File: config.mk
export PLATFORM = sky130hd
export DESIGN_NAME = ifetch_queue_flat
export DESIGN_NICKNAME = d
export VERILOG_FILES = /design/src/rtl/ifetch_queue_if.sv /design/src/rtl/ifetch_queue.sv /design/src/flat_wrapper.sv
export SDC_FILE = /design/constraint.sdc
export NUM_CORES = 1
export LEC_CHECK = 0
export CELL_PAD_IN_SITES_DETAIL_PLACEMENT = 2
export CELL_PAD_IN_SITES_GLOBAL_PLACEMENT = 2
export CORE_MARGIN = 1.5
export CORE_UTILIZATION = 48
export CTS_CLUSTER_SIZE = 30
export DETAILED_ROUTE_END_ITERATION = 8
export DONT_BUFFER_PORTS = 1
export PLACE_DENSITY = 0.94
export SLEW_MARGIN = 20
export SYNTH_ARGS = -nofsm -noshare
export SYNTH_HDL_FRONTEND = slang
export SYNTH_SLANG_ARGS = --single-unit
File: constraint.sdc
create_clock -name clock_i -period 4.7 [get_ports clock_i]
set_clock_uncertainty 0.15 [all_clocks]
set_input_delay 0.235 -clock clock_i [delete_from_list [all_inputs] [get_ports clock_i]]
set_output_delay 0.235 -clock clock_i [all_outputs]
set_load 0.005 [all_outputs]
File: src/rtl/ifetch_queue_if.sv
// Fetch-unit bus bundle: cache lookup/return channel and decode handshake.
// Signal suffixes are seen from the fetch unit, which uses the master modport.
interface ifetch_queue_if #(
   parameter int WIDTH   = 32,
   parameter int ADDRESS = 20
);
   // cache side
   logic               lookup_o;
   logic [ADDRESS-1:0] pc_nxt_o;
   logic               busy_i;
   logic               miss_i;
   logic               ready_i;
   logic [WIDTH-1:0]   data_i;
   // decode side
   logic               dec_valid_o;
   logic               dec_ready_i;
   logic [WIDTH-1:0]   dec_instr_o;
   logic [ADDRESS-1:0] dec_pc_o;

   modport master (
      output lookup_o, pc_nxt_o, dec_valid_o, dec_instr_o, dec_pc_o,
      input  busy_i, miss_i, ready_i, data_i, dec_ready_i
   );

   modport slave (
      input  lookup_o, pc_nxt_o, dec_valid_o, dec_instr_o, dec_pc_o,
      output busy_i, miss_i, ready_i, data_i, dec_ready_i
   );
endinterface

File: src/rtl/ifetch_queue.sv
// Instruction-fetch front end: sequential lookups to the I-cache, PC tagging of
// returned words, a small in-order queue toward decode, and redirect flushing.
module ifetch_queue #(
   parameter int                   WIDTH      = 32,
   parameter int                   ADDRESS    = 20,
   parameter int                   DEPTH_LOG2 = 2,
   parameter logic [ADDRESS-1:0]   RESET_PC   = '0
) (
   input  logic               clock_i,
   input  logic               reset_ni,
   input  logic               enable_i,
   input  logic               redirect_i,
   input  logic [ADDRESS-1:0] redirect_pc_i,
   ifetch_queue_if.master     bus,
   output logic [15:0]        miss_cnt_o
);
   localparam int DEPTH = 1 << DEPTH_LOG2;
   localparam int CW    = DEPTH_LOG2 + 1;

   logic [ADDRESS-1:0]    fpc_q, fpc_d;
   logic [ADDRESS-1:0]    rpc_q, rpc_d;
   logic [CW-1:0]         infl_q, infl_d;
   logic [CW-1:0]         drop_q, drop_d;
   logic [CW-1:0]         occ_q, occ_d;
   logic [DEPTH_LOG2-1:0] wr_ptr_q, wr_ptr_d;
   logic [DEPTH_LOG2-1:0] rd_ptr_q, rd_ptr_d;
   logic [15:0]           miss_cnt_q;

   logic [ADDRESS-1:0]    pc_rd   [DEPTH];
   logic [WIDTH-1:0]      instr_rd[DEPTH];

   logic [CW:0]           room_used;
   logic                  accept;
   logic                  push;
   logic                  pop;

   // Queued plus outstanding entries; a lookup is only issued when its
   // response is guaranteed a queue slot.
   assign room_used = {1'b0, occ_q} + {1'b0, infl_q};

   assign bus.lookup_o    = reset_ni & enable_i & ~redirect_i &
                            (room_used < (CW+1)'(DEPTH));
   assign bus.pc_nxt_o    = fpc_q;
   assign bus.dec_valid_o = (occ_q != '0);
   assign bus.dec_pc_o    = pc_rd[rd_ptr_q];
   assign bus.dec_instr_o = instr_rd[rd_ptr_q];
   assign miss_cnt_o      = miss_cnt_q;

   assign accept = bus.lookup_o & ~bus.busy_i;
   // Responses owed to a flushed path, or arriving in the redirect cycle, are dropped.
   assign push   = bus.ready_i & (drop_q == '0) & ~redirect_i;
   assign pop    = bus.dec_valid_o & bus.dec_ready_i & ~redirect_i;

   // Next-state for PCs, counters and pointers; redirect overrides the queue.
   always_comb begin
      fpc_d    = fpc_q;
      rpc_d    = rpc_q;
      drop_d   = drop_q;
      occ_d    = occ_q;
      wr_ptr_d = wr_ptr_q;
      rd_ptr_d = rd_ptr_q;
      infl_d   = infl_q + CW'(accept) - CW'(bus.ready_i);
      if (accept) begin
         fpc_d = fpc_q + ADDRESS'(1);
      end
      if (redirect_i) begin
         fpc_d    = redirect_pc_i;
         rpc_d    = redirect_pc_i;
         // Every fetch still outstanding after this edge belongs to the old
         // path. infl already counts the ones pending drop, so drop never
         // exceeds infl and back-to-back redirects recompute it cleanly.
         drop_d   = infl_q - CW'(bus.ready_i);
         occ_d    = '0;
         wr_ptr_d = '0;
         rd_ptr_d = '0;
      end else begin
         if (bus.ready_i && (drop_q != '0)) begin
            drop_d = drop_q - CW'(1);
         end
         if (push) begin
            rpc_d    = rpc_q + ADDRESS'(1);
            wr_ptr_d = wr_ptr_q + DEPTH_LOG2'(1);
         end
         if (pop) begin
            rd_ptr_d = rd_ptr_q + DEPTH_LOG2'(1);
         end
         occ_d = occ_q + CW'(push) - CW'(pop);
      end
   end

   // State register for PCs, counters and queue pointers.
   always_ff @(posedge clock_i or negedge reset_ni) begin
      if (!reset_ni) begin
         fpc_q    <= RESET_PC;
         rpc_q    <= RESET_PC;
         infl_q   <= '0;
         drop_q   <= '0;
         occ_q    <= '0;
         wr_ptr_q <= '0;
         rd_ptr_q <= '0;
      end else begin
         fpc_q    <= fpc_d;
         rpc_q    <= rpc_d;
         infl_q   <= infl_d;
         drop_q   <= drop_d;
         occ_q    <= occ_d;
         wr_ptr_q <= wr_ptr_d;
         rd_ptr_q <= rd_ptr_d;
      end
   end

   // Queue storage: one {pc, instr} register per slot, read through a mux.
   for (genvar gi = 0; gi < DEPTH; gi++) begin : g_entry
      logic [ADDRESS-1:0] pc_q;
      logic [WIDTH-1:0]   instr_q;

      // Capture the tagged response when the write pointer selects this slot.
      always_ff @(posedge clock_i or negedge reset_ni) begin
         if (!reset_ni) begin
            pc_q    <= '0;
            instr_q <= '0;
         end else if (push && (wr_ptr_q == DEPTH_LOG2'(gi))) begin
            pc_q    <= rpc_q;
            instr_q <= bus.data_i;
         end
      end

      assign pc_rd[gi]    = pc_q;
      assign instr_rd[gi] = instr_q;
   end

   // Saturating miss statistics counter.
   always_ff @(posedge clock_i or negedge reset_ni) begin
      if (!reset_ni) begin
         miss_cnt_q <= '0;
      end else if (bus.miss_i && (miss_cnt_q != 16'hFFFF)) begin
         miss_cnt_q <= miss_cnt_q + 16'd1;
      end
   end
endmodule

File: src/flat_wrapper.sv
// flat-port wrapper written by rule: the top's interface ports become plain ports
module ifetch_queue_flat 
#(
   parameter int                   WIDTH      = 32,
   parameter int                   ADDRESS    = 20,
   parameter int                   DEPTH_LOG2 = 2,
   parameter logic [ADDRESS-1:0]   RESET_PC   = '0
)
  (clock_i, reset_ni, enable_i, redirect_i, redirect_pc_i, miss_cnt_o, bus_lookup_o, bus_pc_nxt_o, bus_dec_valid_o, bus_dec_instr_o, bus_dec_pc_o, bus_busy_i, bus_miss_i, bus_ready_i, bus_data_i, bus_dec_ready_i);
  ifetch_queue_if #(.WIDTH(WIDTH), .ADDRESS(ADDRESS)) bus_i ();
  input  logic clock_i;
  input  logic reset_ni;
  input  logic enable_i;
  input  logic redirect_i;
  input  logic [ADDRESS-1:0] redirect_pc_i;
  output logic [15:0] miss_cnt_o;
  output wire logic [$bits(bus_i.lookup_o)-1:0] bus_lookup_o;
  output wire logic [$bits(bus_i.pc_nxt_o)-1:0] bus_pc_nxt_o;
  output wire logic [$bits(bus_i.dec_valid_o)-1:0] bus_dec_valid_o;
  output wire logic [$bits(bus_i.dec_instr_o)-1:0] bus_dec_instr_o;
  output wire logic [$bits(bus_i.dec_pc_o)-1:0] bus_dec_pc_o;
  input wire logic [$bits(bus_i.busy_i)-1:0] bus_busy_i;
  input wire logic [$bits(bus_i.miss_i)-1:0] bus_miss_i;
  input wire logic [$bits(bus_i.ready_i)-1:0] bus_ready_i;
  input wire logic [$bits(bus_i.data_i)-1:0] bus_data_i;
  input wire logic [$bits(bus_i.dec_ready_i)-1:0] bus_dec_ready_i;
  assign bus_lookup_o = bus_i.lookup_o;
  assign bus_pc_nxt_o = bus_i.pc_nxt_o;
  assign bus_dec_valid_o = bus_i.dec_valid_o;
  assign bus_dec_instr_o = bus_i.dec_instr_o;
  assign bus_dec_pc_o = bus_i.dec_pc_o;
  assign bus_i.busy_i = bus_busy_i;
  assign bus_i.miss_i = bus_miss_i;
  assign bus_i.ready_i = bus_ready_i;
  assign bus_i.data_i = bus_data_i;
  assign bus_i.dec_ready_i = bus_dec_ready_i;
  ifetch_queue #(.WIDTH(WIDTH), .ADDRESS(ADDRESS), .DEPTH_LOG2(DEPTH_LOG2), .RESET_PC(RESET_PC)) u_core (.clock_i(clock_i), .reset_ni(reset_ni), .enable_i(enable_i), .redirect_i(redirect_i), .redirect_pc_i(redirect_pc_i), .bus(bus_i), .miss_cnt_o(miss_cnt_o));
endmodule
==> flow_summary_export.csv <==
group,metric,value,unit
run_status,outcome,"finished, violations left",
run_status,violations,"design-rule violations, negative hold slack",
synth,yosysTopAreaCellShare,54.0,%
worst_setup_path,r2r_slack,1.50,ns
place,pre_cts_ws,1.50,ns
worst_setup_path,r2r_cells,7,
floorplan,fp.dieW,167,um
clocking,cts_tree,"yes",
finish,drive_above_1_share,33.3,%
floorplan,die_h,167,um
worst_setup_path,start_kind,"flop",
floorplan,die_area,27700,um2
worst_setup_path,worstSetupEndpointType,"flop",
finish,layout_commonest_cell,"dfrtp_1",
global_routing,grt_max_degree,279,
sta,drv_slew,0,
synth,yosys-top-cells-area,"dfrtp_1, mux2_2, mux4_2",
place,hpwl,22100,um
power_and_ir_drop,power_frac_comb,23.5,%
finish,final_nets,1053,
synth,yosys_warnings,0,
clocking,insertion_delay,0.55,ns
place,numPortBuffers,0,
routing,drc,9,
power_and_ir_drop,netSwitchingFraction,30.0,%
synth,syn_area_per_cell,13.7,um2
power_and_ir_drop,p_switching,2.33,mW
synth,synthesis.area,12800,um2
floorplan,start_util,49.1,%
sta,finalHoldViolCount,277,
sta,rsz0062_at_grt,"false",
global_routing,grt_pass1_vias,9800,
sta,fin_crit,3.20,ns
hold_path,hold_path.class,"in2async",
global_routing,grt-ovfl-total,0,
global_routing,antenna_found_initial,2,
finish,synthToLayoutAreaGrowth,14.9,%
finish,fin_util,56.4,%
sta,setup_ws,1.50,ns
worst_setup_path,crit_type,"reg2reg",
sta,fmax,312,MHz
clocking,cts_buffers,30,
sta,fin_hold_ws,-0.762,ns
synth,syn-num-nets,1013,
synth,dominantRegCellSynth,"dfrtp_1",
floorplan,io-pin-count,150,
power_and_ir_drop,power_leakage,6.69,nW
clocking,cts_resized,0,
routing,wl,37400,um
synth,ys_ff_latch,277,
worst_setup_path,r2r_start,"u_core.drop_q[0]$_DFFE_PN0P_",
synth,seq_area_frac_synth,54.0,%
place,globalplace.congestion,0.773,
synth,synth_edf_count,0,
floorplan,row_count,59,
worst_setup_path,cp_max_fo,28,
sta,finalCritPeriodShare,68.2,%
power_and_ir_drop,irDropWorstVdd,0.000333,V
routing,drt-pass1-iter-count,8,
finish,fill_cells,2305,
global_routing,grt_pass1_wl,58800,um
routing,wl_per_cell,28.0,um
power_and_ir_drop,p_int,5.43,mW
worst_setup_path,arrival,3.48,ns
finish,final_cells,1334,
clocking,clk_path_buf_depth,3,
global_routing,grtUsageTotal,27.5,%
clocking,cts_hold_buf,58,
clocking,cts_max_level,1,
synth,synth_cells,934,
routing,drt-initial-drc-count,371,
routing,ant_nets,0,
power_and_ir_drop,power_density,526,nW/um2
clocking,post_cts_buffers,0,
routing,vias,8226,
floorplan,fp.coreArea,26100,um2
synth,ys_async_sr_fraction,100,%
worst_setup_path,rr_endpoint,"u_core.g_entry[0].instr_q[7]$_DFFE_PN0P_",
power_and_ir_drop,p_clk_share,31.8,%
clocking,clock_sinks,277,
synth,yosysUniqueCellTypes,50,
sta,setup_viol,0,
place,dp_cells,1219,
power_and_ir_drop,pwr-share-seq,44.7,%
sta,slew_headroom,43.9,%
synth,yosysTopAreaCell,"dfrtp_1",
flow_run,drv_cap,0,
routing,via_per_inst,6.17,
sta,finalSetupTns,0,ns
clocking,cts_root_buf,"clkbuf_16",
clocking,cts.clk_slew.worst_paths,0.06,ns
worst_setup_path,cp.required,4.98,ns
sta,worst_pin_slew,0.841,ns
finish,final_cell_mix,"dfrtp_1, mux2_2, dlygate4sd3_1, mux4_2, nand2_1",
-- how the worst max path moves through the flow --
stage / to / startpoint / cells past startpoint
after floorplan: u_core.infl_q[1]$_DFF_PN0_ / u_core.occ_q[1]$_DFF_PN0_ / 6
after CTS: u_core.g_entry[0].instr_q[7]$_DFFE_PN0P_ / u_core.drop_q[0]$_DFFE_PN0P_ / 7
after global placement: u_core.infl_q[1]$_DFF_PN0_ / u_core.occ_q[1]$_DFF_PN0_ / 6
final: u_core.g_entry[0].instr_q[7]$_DFFE_PN0P_ / u_core.drop_q[0]$_DFFE_PN0P_ / 7
after global routing: u_core.g_entry[0].instr_q[8]$_DFFE_PN0P_ / u_core.drop_q[0]$_DFFE_PN0P_ / 7
after detailed placement: u_core.g_entry[0].instr_q[7]$_DFFE_PN0P_ / u_core.drop_q[0]$_DFFE_PN0P_ / 7
-- critical path: stages (launching register included) --
cell      delay, ns
dfrtp_1        0.36
inv_1          0.11
ha_1           0.25
nand3b_1       0.30
nor2_1         0.49
nand2_2        0.55
buf_4          0.47
mux2_2         0.37
-- cells in the mapped netlist, drive strengths merged, types with 5 or more instances --
library cell    n
o21ai          15
a21oi          17
ha             17
buf            22
and4            5
inv            21
nor3            5
nand3          24
and2            5
nand4          16
and3           12
mux4           52
or3             9
dfrtp         277
o31ai           6
a31oi          16
xor2           15
or4            13
mux2          212
nor4            7
xnor2          16
nor2           27
clkbuf         36
nand2          42
-- per-layer routing --
layer  vias to the layer above  share of wire, %  GRT usage (%)
li1                       3545                 -              -
met1                      4398                39           31.9
met2                       203                53           51.3
met3                        80               4.7           5.04
met4                         0               3.1           9.09
met5                         -                 0              0
-- per-stage QoR --
stage               area (um2)  total power [mW]
global placement         13100              5.00
floorplan                12800              4.63
detailed placement       13100              5.22
CTS                      14700              7.77
finish                   14800              7.76
global route             14800              8.11
-- cells by family (layout without fill, tap and decap cells) --
| family | count (synthesis) | after routing | synth area share [%] |
|---|---|---|---|
| other | 0 | 2 | 0 |
| flip-flops | 277 | 277 | 54.0 |
| XOR/XNOR | 31 | 31 | 2.11 |
| adder cells (fa/ha/maj) | 19 | 19 | 1.97 |
| AND/OR/NAND/NOR | 178 | 178 | 7.41 |
| AO/OA/AOI/OAI | 81 | 81 | 4.14 |
| buffers and inverters | 80 | 143 | 2.36 |
| multiplexers | 268 | 268 | 28.0 |
-- layout make-up --
class | instances | area [um2] | share of cell area, %
clock inverter | 11 | 135 | 0.916
multi-input combinational | 577 | 5620 | 38.1
sequential | 277 | 6940 | 47.0
tap | 335 | 419 | 2.84
antenna | 2 | 5.00 | 0.0339
timing repair buffer | 66 | 651 | 4.41
inverter | 22 | 82.6 | 0.560
clock buffer | 44 | 905 | 6.13
-- power by group through the flow --
stage,Sequential [mW],Clock [mW],Combinational [mW]
floorplan,3.18,0,1.46
global placement,3.40,0,1.61
detailed placement,3.48,0,1.74
CTS,3.45,2.50,1.82
global route,3.54,2.60,1.97
finish,3.47,2.47,1.82
-- flip-flops by register name, indices dropped and copies added (netlist names), 3 cells and up --
name,flops
u_core.bus.pc_nxt_o,20
u_core.drop_q,3
u_core.g_entry.instr_q,128
u_core.g_entry.pc_q,80
u_core.infl_q,3
u_core.miss_cnt_o,16
u_core.occ_q,3
u_core.rpc_q,20
(Power assumes the default switching activity.)
